File: src/rtl/pdata_unit_if.sv
// pdata_unit_if: memory and ALU side of the YASAC data unit.
//
// Groups the instruction fetch port, the data memory port and the ALU
// operand/result port so the data unit can be wired to whatever memories
// and ALU a given configuration uses.
//
// Signals:
//   code_addr  [AW]  instruction address (PC)        unit -> memory
//   code_data  [16]  instruction word                memory -> unit
//   dmem_addr  [AW]  data address (MAR)              unit -> memory
//   dmem_wdata [DW]  data write value (internal bus) unit -> memory
//   dmem_we          data write enable               unit -> memory
//   dmem_rdata [DW]  data read value                 memory -> unit
//   alu_a/alu_b[DW]  ALU operands                    unit -> ALU
//   alu_op     [4]   ALU operation code              unit -> ALU
//   alu_st_in  [8]   current status register         unit -> ALU
//   alu_r      [DW]  ALU result                      ALU -> unit
//   alu_st     [8]   ALU status                      ALU -> unit
//
// Modports: master = data unit, slave = memories/ALU.
interface pdata_unit_if #(
    parameter int DW = 8,
    parameter int AW = 8
);
    logic [AW-1:0] code_addr;
    logic [15:0]   code_data;
    logic [AW-1:0] dmem_addr;
    logic [DW-1:0] dmem_wdata;
    logic          dmem_we;
    logic [DW-1:0] dmem_rdata;
    logic [DW-1:0] alu_a;
    logic [DW-1:0] alu_b;
    logic [3:0]    alu_op;
    logic [7:0]    alu_st_in;
    logic [DW-1:0] alu_r;
    logic [7:0]    alu_st;

    modport master (
        output code_addr, dmem_addr, dmem_wdata, dmem_we,
               alu_a, alu_b, alu_op, alu_st_in,
        input  code_data, dmem_rdata, alu_r, alu_st
    );

    modport slave (
        input  code_addr, dmem_addr, dmem_wdata, dmem_we,
               alu_a, alu_b, alu_op, alu_st_in,
        output code_data, dmem_rdata, alu_r, alu_st
    );
endinterface

File: src/rtl/pdata_unit.sv
// pdata_unit: parametrised YASAC data unit.
//
// Holds PC, IR, the register array, MAR, the status register and the stack
// pointer, and drives the internal bus. Memories and the ALU are external and
// reached through the pdata_unit_if port.
//
// Parameters:
//   DW          data/bus/register width (>= 8)
//   AW          PC/MAR/SP width
//   NREG        register count (power of 2, 2..8)
//   RAMEND      SP preset value
//   STACK_LIMIT lowest legal SP value (stack checking only)
//
// Ports:
//   clk, rst         rising-edge clock, asynchronous active-high reset
//   op               ALU operation, forwarded to alu_op
//   ipc..rsp         control strobes from the control unit
//   opcode           ir[15:11]
//   s                ir[10:8], status-bit selector
//   status           status register (---SVNZC)
//   sp_ovf, sp_unf   sticky stack overflow/underflow flags
//   mem              memory/ALU port (pdata_unit_if.master)
//
// Build option: define STACK_CHECK_EN to enable stack-bounds checking
// (SP saturates at STACK_LIMIT / RAMEND and raises sp_ovf / sp_unf).
// Without it SP wraps freely and both flags are tied low.
module pdata_unit #(
    parameter int DW          = 8,
    parameter int AW          = 8,
    parameter int NREG        = 8,
    parameter int RAMEND      = 2**AW - 1,
    parameter int STACK_LIMIT = 2**AW - 64
) (
    input  logic        clk,
    input  logic        rst,
    input  logic [3:0]  op,
    input  logic        ipc,
    input  logic        clpc,
    input  logic        wpc,
    input  logic        rpc,
    input  logic        wir,
    input  logic        wreg,
    input  logic        inm,
    input  logic        wmem,
    input  logic        rmem,
    input  logic        wmar,
    input  logic        wsreg,
    input  logic        clsb,
    input  logic        sesb,
    input  logic        prsp,
    input  logic        incsp,
    input  logic        decsp,
    input  logic        rsp,
    output logic [4:0]  opcode,
    output logic [2:0]  s,
    output logic [7:0]  status,
    output logic        sp_ovf,
    output logic        sp_unf,
    pdata_unit_if.master mem
);

    localparam int            SW       = $clog2(NREG);
    localparam logic [AW-1:0] SP_TOP   = AW'(RAMEND);
    localparam logic [AW-1:0] SP_LIMIT = AW'(STACK_LIMIT);

    logic [AW-1:0] pc;
    logic [AW-1:0] sp;
    logic [AW-1:0] mar;
    logic [15:0]   ir;
    logic [7:0]    sreg;
    logic [DW-1:0] regs [NREG];

    logic [SW-1:0] sa;
    logic [SW-1:0] sb;
    logic [DW-1:0] k;
    logic [DW-1:0] bus;

    // Instruction fields; register selectors keep only as many bits as the
    // register array needs.
    assign sa     = ir[8 +: SW];
    assign sb     = ir[0 +: SW];
    assign k      = DW'(ir[7:0]);
    assign opcode = ir[15:11];
    assign s      = ir[10:8];
    assign status = sreg;

    // Internal bus source selection, highest priority first.
    // NOTE: every path assigns bus, so no latch is inferred.
    always_comb begin
        if (rmem)
            bus = mem.dmem_rdata;
        else if (rsp)
            bus = DW'(sp);
        else if (rpc)
            bus = DW'(pc);
        else
            bus = mem.alu_r;
    end

    assign mem.code_addr  = pc;
    assign mem.dmem_addr  = mar;
    assign mem.dmem_wdata = bus;
    assign mem.dmem_we    = wmem;
    assign mem.alu_a      = regs[sa];
    assign mem.alu_b      = inm ? k : regs[sb];
    assign mem.alu_op     = op;
    assign mem.alu_st_in  = sreg;

    // NOTE: state uses non-blocking assignments so that operands read this
    // cycle (e.g. alu_a during a wreg) see the pre-edge value.
    always_ff @(posedge clk or posedge rst) begin
        if (rst) begin
            pc   <= '0;
            ir   <= '0;
            mar  <= '0;
            sreg <= '0;
            sp   <= SP_TOP;
            // NOTE: the register array is small and architecturally reset to
            // zero, so it is built from flops rather than a RAM macro.
            for (int i = 0; i < NREG; i++)
                regs[i] <= '0;
        end else begin
            if (clpc)
                pc <= '0;
            else if (ipc)
                pc <= pc + AW'(1);
            else if (wpc)
                pc <= AW'(bus);

            if (wir)
                ir <= mem.code_data;

            if (wreg)
                regs[sa] <= bus;

            if (wmar)
                mar <= AW'(bus);

            if (wsreg)
                sreg <= mem.alu_st;
            else if (clsb)
                sreg[s] <= 1'b0;
            else if (sesb)
                sreg[s] <= 1'b1;

            if (prsp)
                sp <= SP_TOP;
`ifdef STACK_CHECK_EN
            else if (incsp) begin
                if (sp != SP_TOP)
                    sp <= sp + AW'(1);
            end else if (decsp) begin
                if (sp != SP_LIMIT)
                    sp <= sp - AW'(1);
            end
`else
            else if (incsp)
                sp <= sp + AW'(1);
            else if (decsp)
                sp <= sp - AW'(1);
`endif
        end
    end

`ifdef STACK_CHECK_EN
    // Sticky bound flags; cleared only by reset or a stack preset. They
    // follow the same strobe priority as SP itself.
    always_ff @(posedge clk or posedge rst) begin
        if (rst) begin
            sp_ovf <= 1'b0;
            sp_unf <= 1'b0;
        end else if (prsp) begin
            sp_ovf <= 1'b0;
            sp_unf <= 1'b0;
        end else if (incsp) begin
            if (sp == SP_TOP)
                sp_unf <= 1'b1;
        end else if (decsp) begin
            if (sp == SP_LIMIT)
                sp_ovf <= 1'b1;
        end
    end
`else
    assign sp_ovf = 1'b0;
    assign sp_unf = 1'b0;

    // The lower bound only matters when checking is built in.
    logic unused_sp_limit;
    assign unused_sp_limit = ^SP_LIMIT;
`endif

endmodule
File: src/flat_wrapper.sv
// flat-port wrapper written by rule: the top's interface ports become plain ports
module pdata_unit_flat 
#(
    parameter int DW          = 8,
    parameter int AW          = 8,
    parameter int NREG        = 8,
    parameter int RAMEND      = 2**AW - 1,
    parameter int STACK_LIMIT = 2**AW - 64
)
  (clk, rst, op, ipc, clpc, wpc, rpc, wir, wreg, inm, wmem, rmem, wmar, wsreg, clsb, sesb, prsp, incsp, decsp, rsp, opcode, s, status, sp_ovf, sp_unf, mem_code_addr, mem_dmem_addr, mem_dmem_wdata, mem_dmem_we, mem_alu_a, mem_alu_b, mem_alu_op, mem_alu_st_in, mem_code_data, mem_dmem_rdata, mem_alu_r, mem_alu_st);
  pdata_unit_if #(.DW(DW), .AW(AW)) mem_i ();
  input  logic clk;
  input  logic rst;
  input  logic [3:0] op;
  input  logic ipc;
  input  logic clpc;
  input  logic wpc;
  input  logic rpc;
  input  logic wir;
  input  logic wreg;
  input  logic inm;
  input  logic wmem;
  input  logic rmem;
  input  logic wmar;
  input  logic wsreg;
  input  logic clsb;
  input  logic sesb;
  input  logic prsp;
  input  logic incsp;
  input  logic decsp;
  input  logic rsp;
  output logic [4:0] opcode;
  output logic [2:0] s;
  output logic [7:0] status;
  output logic sp_ovf;
  output logic sp_unf;
  output wire logic [$bits(mem_i.code_addr)-1:0] mem_code_addr;
  output wire logic [$bits(mem_i.dmem_addr)-1:0] mem_dmem_addr;
  output wire logic [$bits(mem_i.dmem_wdata)-1:0] mem_dmem_wdata;
  output wire logic [$bits(mem_i.dmem_we)-1:0] mem_dmem_we;
  output wire logic [$bits(mem_i.alu_a)-1:0] mem_alu_a;
  output wire logic [$bits(mem_i.alu_b)-1:0] mem_alu_b;
  output wire logic [$bits(mem_i.alu_op)-1:0] mem_alu_op;
  output wire logic [$bits(mem_i.alu_st_in)-1:0] mem_alu_st_in;
  input wire logic [$bits(mem_i.code_data)-1:0] mem_code_data;
  input wire logic [$bits(mem_i.dmem_rdata)-1:0] mem_dmem_rdata;
  input wire logic [$bits(mem_i.alu_r)-1:0] mem_alu_r;
  input wire logic [$bits(mem_i.alu_st)-1:0] mem_alu_st;
  assign mem_code_addr = mem_i.code_addr;
  assign mem_dmem_addr = mem_i.dmem_addr;
  assign mem_dmem_wdata = mem_i.dmem_wdata;
  assign mem_dmem_we = mem_i.dmem_we;
  assign mem_alu_a = mem_i.alu_a;
  assign mem_alu_b = mem_i.alu_b;
  assign mem_alu_op = mem_i.alu_op;
  assign mem_alu_st_in = mem_i.alu_st_in;
  assign mem_i.code_data = mem_code_data;
  assign mem_i.dmem_rdata = mem_dmem_rdata;
  assign mem_i.alu_r = mem_alu_r;
  assign mem_i.alu_st = mem_alu_st;
  pdata_unit #(.DW(DW), .AW(AW), .NREG(NREG), .RAMEND(RAMEND), .STACK_LIMIT(STACK_LIMIT)) u_core (.clk(clk), .rst(rst), .op(op), .ipc(ipc), .clpc(clpc), .wpc(wpc), .rpc(rpc), .wir(wir), .wreg(wreg), .inm(inm), .wmem(wmem), .rmem(rmem), .wmar(wmar), .wsreg(wsreg), .clsb(clsb), .sesb(sesb), .prsp(prsp), .incsp(incsp), .decsp(decsp), .rsp(rsp), .opcode(opcode), .s(s), .status(status), .sp_ovf(sp_ovf), .sp_unf(sp_unf), .mem(mem_i));
endmodule
File: config.mk
export PLATFORM = sky130hd
export DESIGN_NAME = pdata_unit_flat
export DESIGN_NICKNAME = d
export VERILOG_FILES = /design/src/rtl/pdata_unit_if.sv /design/src/rtl/pdata_unit.sv /design/src/flat_wrapper.sv
export SDC_FILE = /design/constraint.sdc
export NUM_CORES = 1
export LEC_CHECK = 0
export ABC_AREA = 0
export CELL_PAD_IN_SITES_DETAIL_PLACEMENT = 1
export CELL_PAD_IN_SITES_GLOBAL_PLACEMENT = 1
export CORE_ASPECT_RATIO = 1.1
export CORE_MARGIN = 4
export CORE_UTILIZATION = 43
export DETAILED_ROUTE_END_ITERATION = 10
export PLACE_DENSITY_LB_ADDON = 0.1
export SKIP_CTS_REPAIR_TIMING = 1
export SYNTH_ARGS = -nofsm -noshare
export SYNTH_HDL_FRONTEND = slang
export SYNTH_SLANG_ARGS = --single-unit
export TNS_END_PERCENT = 100
File: constraint.sdc
create_clock -name clk -period 9.8 [get_ports clk]
set_input_delay 1.96 -clock clk [delete_from_list [all_inputs] [get_ports clk]]
set_output_delay 1.96 -clock clk [all_outputs]
set_load 0.02 [all_outputs]
==> out/metrics.csv, run 1 <==
metric,value,unit
status,finished clean,
CP peak stage delay,0.76,ns
area taken by flip-flops and latches,2810,µm²
Synth Instances,648,
Util after Layout,0.531,
DPL Wire Length,13400,µm
# setup viols final,0,
Max Cap Viol,0,
# IOs,134,
Root Driver,clkbuf_16,
largest cells by area after synthesis,"dfrtp_1 (41%), mux4_2 (6.0%), a21oi_1 (4.6%)",
fin crit share,0.654,
Placer Congestion,0.838,
CP max FO,11,
drt pass-1 iters,4,
Least-Margin Pin Slew,1.14,ns
Avg WL per Cell,21.0,µm
Mapped Area,6380,µm²
clock slew at reported path FFs,0.07,ns
Pleak,3.20,nW
CP Class,input port to output pin,
Die ar.,16800,µm²
multi-input logic area,2990,µm²
drc violations,0,
Ant. Diodes,0,
Cell Rows,46,
CP top delay family,buffers and inverters,
vias in the first global route,5690,
initial antenna violation count,0,
Die W,124,µm
simple-gate share of the synthesized area,0.133,
"Distinct cells, synth",66,
Total Neg Setup Slack,0,ns
# nets final,784,
critical path startpoint category,input port,
final wirelength,19100,µm
main combinational cell family by area after synthesis,compound AO/OA/AOI/OAI gates,
syn avg cell area,9.84,µm²
gr usage total,0.233,
Synth area leader,dfrtp_1,
vias per cell,5.80,
Hold Path Class,flip-flop to flip-flop,
"Remaining Overflow, GRT",0,
Compound-Gate Fraction of Synth Area,0.176,
Max Slew Vio Count,0,
P&R area growth vs syn,20.7,%
port buffer count,121,
CP cell instances,clkdlybuf4s50_1 > mux2i_1 > o21ai_1 > mux2i_1 > inv_1 > clkdlybuf4s50_1,
final hold violation count,0,
CTS tree,yes,
VDD IR-drop max,0.0980,mV
first-pass GRT wire length,30300,µm
Post-synth top cells,"dfrtp_1 (104), nand2_1 (65), a21oi_1 (58)",
critical path data required time,7.84,ns
Core Area,14500,µm²
most common cell in the netlist,dfrtp_1,
CTS H-tree lvls,3,
Worst Skew,0.00902,ns
DRT antenna net count,0,
Ys Warns,0,
top cell type's share of synthesized area,0.408,
final worst path period need,6.41,ns
clk_lat worst skew,0.36,ns
Die H,136,µm
Power per Cell Area,216,nW/µm²
routed vias,5281,
Slew HR,0.243,
xor-xnor portion of the synthesized cell area,0.00687,
CTS Sinks,112,
"EDFF count, synth",0,
share of synthesized flip-flops with an asynchronous set or reset,1.00,
CTS max path bufs,2,
mux contribution to synthesized area,0.135,
post-synthesis sequential area ratio,0.441,
share of cells above drive strength 1,0.114,
"Top FF cell, synth",dfrtp_1,
Worst EP arrival,4.45,ns
largest net degree at the start of global routing,89,
Yosys reg bits,112,
Crit-path slowest cell,clkdlybuf4s50_1,
worst path bufs/invs,3,
Fmax,156,MHz
Num CTS Buffers,9,
CP Capture Type,output pin,
Initial Util,0.440,
FILL cells,1618,
adder-cell area share of the yosys netlist,0.0169,
unrepaired setup endpoints after global routing,no,
drt initial violations,293,
cell type report:
class,instances,share of cell area
Multi-Input combinational cell,442,0.388
Sequential cell,112,0.365
Timing Repair Buffer,129,0.165
Clock buffer,14,0.0356
Tap cell,192,0.0312
Inverter,19,0.00959
Clock inverter,2,0.00488
layout by cell type, fill, tap and decap left out, drive strengths merged, types with 3 or more instances in the layout:
cell type	n
a211oi	11
a21o	11
a21oi	58
a221oi	7
a22oi	4
a31oi	6
a32oi	4
and2	4
and3	4
and3b	3
buf	8
clkbuf	14
clkdlybuf4s50	121
dfrtp	104
dfstp	8
ha	7
inv	19
mux2	21
mux2i	24
mux4	17
nand2	69
nand3	10
nor2	58
nor2b	5
nor3	11
nor3b	6
o211ai	3
o21a	3
o21ai	62
xor2	3
path summary, 6_finish.rpt:
check | end | cells past startpoint | from | slack [ns]
max | mem_dmem_wdata[1] | 6 | rpc | 3.39
min | u_core.ir[14] | 1 | u_core.ir[14] | 0.51
min reg2reg | u_core.ir[14] | 1 | u_core.ir[14] | 0.51
min in group asynchronous | u_core.mem.code_addr[4] | 2 | rst | 1.94
max in group asynchronous | u_core.regs[27] | 3 | rst | 6.43
max reg2reg | u_core.regs[33] | 5 | u_core.ir[9] | 7.72
per-layer routing:
layer	vias to the layer above	wire length (µm)	global-route usage
met5	-	0	0
met4	0	525	0.100
met3	32	970	0.0376
met2	169	9730	0.400
met1	2659	7880	0.288
li1	2421	-	-
where the power goes:
part	switching [mW]	total, mW	internal, mW
logic	0.297	0.572	0.275
registers	0.112	0.704	0.592
clock network	0.168	0.388	0.220
total	0.577	1.66	1.09
logic make-up after synthesis:
logic type | Yosys count
flops | 112
compound gates | 185
mux | 62
fa+ha+maj | 8
other cells | 1
simple gates | 180
buf+inv | 95
xor+xnor | 5
state kept, by name, indices dropped and copies added (netlist names), named ones only:
register              count
u_core.ir                16
u_core.mem.code_addr      8
u_core.mem.dmem_addr      8
u_core.regs              64
u_core.sp                 8
stage by stage:
stage | setup WS (ns) | instance area [µm²] | total power [mW] | hold slack [ns] | std cells
2_1_floorplan | 4.89 | 6380 | 1.07 | 0.459 | 649
3_3_place_gp | 3.38 | 7390 | 1.25 | 0.487 | 894
3_5_place_dp | 3.40 | 7390 | 1.29 | 0.502 | 894
4_1_cts | 3.38 | 7700 | 1.68 | 0.515 | 910
5_1_grt | 3.18 | 7700 | 1.76 | 0.533 | 910
6_report | 3.39 | 7700 | 1.66 | 0.510 | 910
Power figures use the tool's default switching activity.
==> run 2: changes to the inputs <==
--- a/config.mk
+++ b/config.mk
@@ -10,7 +10,7 @@
 export CELL_PAD_IN_SITES_GLOBAL_PLACEMENT = 1
 export CORE_ASPECT_RATIO = 1.1
 export CORE_MARGIN = 4
-export CORE_UTILIZATION = 43
+export CORE_UTILIZATION = 36
 export DETAILED_ROUTE_END_ITERATION = 10
 export PLACE_DENSITY_LB_ADDON = 0.1
 export SKIP_CTS_REPAIR_TIMING = 1
==> constraint.sdc (replaced) <==
create_clock -name clk -period 5.9 [get_ports clk]
set_input_delay 1.18 -clock clk [delete_from_list [all_inputs] [get_ports clk]]
set_output_delay 1.18 -clock clk [all_outputs]
set_load 0.02 [all_outputs]
==> out/metrics.csv, run 2 (synthesis gave the netlist of run 1 again) <==
metric,value,unit,change
status,finished clean,,unchanged
# nets final,784,,unchanged
CP top delay family,buffers and inverters,,unchanged
share of cells above drive strength 1,0.114,,unchanged
worst path bufs/invs,3,,unchanged
CP Class,input port to output pin,,unchanged
combinational fraction of design power,0.342,,was 0.344
VDD IR-drop max,0.159,mV,was 0.0980 mV
Clock power frac,0.229,,was 0.233
gr usage total,0.200,,was 0.233
CP Capture Type,output pin,,unchanged
unrepaired setup endpoints after global routing,no,,unchanged
Slew HR,0.276,,was 0.243
Reg2Reg Setup Slack,3.48,ns,was 7.72 ns
Initial Util,0.371,,was 0.440
final worst path period need,4.63,ns,
worst setup path startpoint,rpc,,unchanged
clock slew at reported path FFs,0.07,ns,about the same
crit path to,mem_dmem_wdata[7],,was mem_dmem_wdata[1]
Reg-to-Reg End,u_core.regs[28],,was u_core.regs[33]
CTS max path bufs,2,,unchanged
first-pass GRT wire length,31500,µm,was 30300 µm
"Remaining Overflow, GRT",0,,unchanged
Ant. Diodes,0,,unchanged
routed vias,5234,,was 5281
Stages on worst setup path,6,,unchanged
Least-Margin Pin Slew,1.09,ns,was 1.14 ns
switching power,0.970,mW,was 0.577 mW
internal power,1.78,mW,was 1.09 mW
vias in the first global route,5768,,was 5690
"commonest cells after routing, fill and taps aside","clkdlybuf4s50_1 (121), dfrtp_1 (104), nand2_1 (65), a21oi_1 (58), nor2_1 (56)",,unchanged
fin crit share,0.785,,
initial antenna violation count,0,,unchanged
Max Slew Vio Count,0,,unchanged
CTS tree,yes,,unchanged
Flop pwr share,0.429,,was 0.423
Root Driver,clkbuf_16,,unchanged
CP cell instances,clkdlybuf4s50_1 > nor2b_1 > a211oi_1 > o31a_1 > inv_2 > clkdlybuf4s50_1,,was clkdlybuf4s50_1 > mux2i_1 > o21ai_1 > mux2i_1 > inv_1 > clkdlybuf4s50_1
Power per Cell Area,356,nW/µm²,was 216 nW/µm²
Crit-path slowest cell,clkdlybuf4s50_1,,unchanged
drt initial violations,294,,was 293
port buffer count,121,,unchanged
CTS H-tree lvls,3,,unchanged
RR Startpoint,u_core.ir[10],,was u_core.ir[9]
Top reg by flops,u_core.regs,,unchanged
Pleak,3.19,nW,was 3.20 nW
CP peak stage delay,0.77,ns,was 0.76 ns
Worst Skew,0.00858,ns,was 0.00902 ns
DRT antenna net count,0,,unchanged
drc violations,0,,unchanged
Cell Rows,50,,was 46
critical path data required time,4.72,ns,was 7.84 ns
Num CTS Buffers,9,,unchanged
largest net degree at the start of global routing,82,,was 89
P&R area growth vs syn,21.4,%,was 20.7%
final wirelength,19600,µm,was 19100 µm
Switching Fraction,0.352,,was 0.347
clk_lat worst skew,0.36,ns,about the same
CP max FO,10,,was 11
# IOs,134,,unchanged
hold depth,1,,unchanged
Placer Congestion,0.813,,was 0.838
Die H,148,µm,was 136 µm
CTS Sinks,112,,unchanged
Avg WL per Cell,20.6,µm,was 21.0 µm
DPL Wire Length,13700,µm,was 13400 µm
vias per cell,5.50,,was 5.80
Worst EP arrival,3.45,ns,was 4.45 ns
drt pass-1 iters,4,,unchanged
Die W,135,µm,was 124 µm
WHS,0.511,ns,was 0.510 ns
critical path startpoint category,input port,,unchanged
Fmax,216,MHz,
reg2reg path depth,5,,unchanged
Die ar.,19900,µm²,was 16800 µm²
final hold violation count,0,,unchanged
Core Area,17200,µm²,was 14500 µm²
crit-path most repeated cell,clkdlybuf4s50_1,,
Hold Path Class,flip-flop to flip-flop,,unchanged
max reg flops,64,,unchanged
Top Registers,"u_core.regs: 64 flops, u_core.ir: 16 flops",,unchanged
# setup viols final,0,,unchanged
Max Cap Viol,0,,unchanged
Total Neg Setup Slack,0,ns,unchanged
"most common cell after layout, fill and taps aside",clkdlybuf4s50_1,,unchanged
[run 2: changes by cell type in the layout (fill, tap and decap cells not counted), sizes merged]
cell / change
clkbuf: -2
clkinv: +1
clkinvlp: +1
[run 2: metal layers]
layer / up-vias / part of all wire / global-route usage
li1: 2421 / - / -
met1: 2637 / 0.42 / 0.245
met2: 152 / 0.51 / 0.357
met3: 24 / 0.047 / 0.0320
met4: 0 / 0.022 / 0.0713
met5: - / 0 / 0
[run 2: power groups by stage]
stage                     clock network [mW]  logic [mW]  registers [mW]
after detailed placement                   0       0.948            1.19
after floorplan                            0       0.654            1.13
final                                  0.631       0.942            1.18
after global placement                     0       0.916            1.18
after global routing                   0.684        1.04            1.21
after CTS                              0.655       0.954            1.18
[run 2: worst min-delay path by stage]
stage | slack, ns | to | startpoint
after global placement | 0.49 | u_core.ir[14] | u_core.ir[14]
after CTS | 0.51 | u_core.ir[15] | u_core.ir[15]
after global routing | 0.53 | u_core.ir[4] | u_core.ir[4]
final | 0.51 | u_core.ir[14] | u_core.ir[14]
after detailed placement | 0.50 | u_core.ir[7] | u_core.ir[7]
after floorplan | 0.46 | u_core.sp[1] | u_core.sp[1]
[run 2: cell type report]
class | count | area, µm²
fillers | 1916 | 9460
multi-input cells | 442 | 2990
flip-flops and latches | 112 | 2810
repair buffers | 129 | 1270
well taps | 234 | 293
clock buffers | 12 | 246
inverters | 19 | 73.8
clock inverters | 4 | 53.8
[run 2: through the flow]
step                utilization  total power, mW  std cells  area, µm²  setup WS [ns]
CTS                       0.450             2.79        952       7740           1.27
detailed placement        0.432             2.14        936       7440           1.27
floorplan                     -             1.78        649       6380           1.77
finish                    0.450             2.75        952       7740           1.27
global route              0.450             2.93        952       7740           1.18
global placement          0.432             2.10        936       7440           1.33
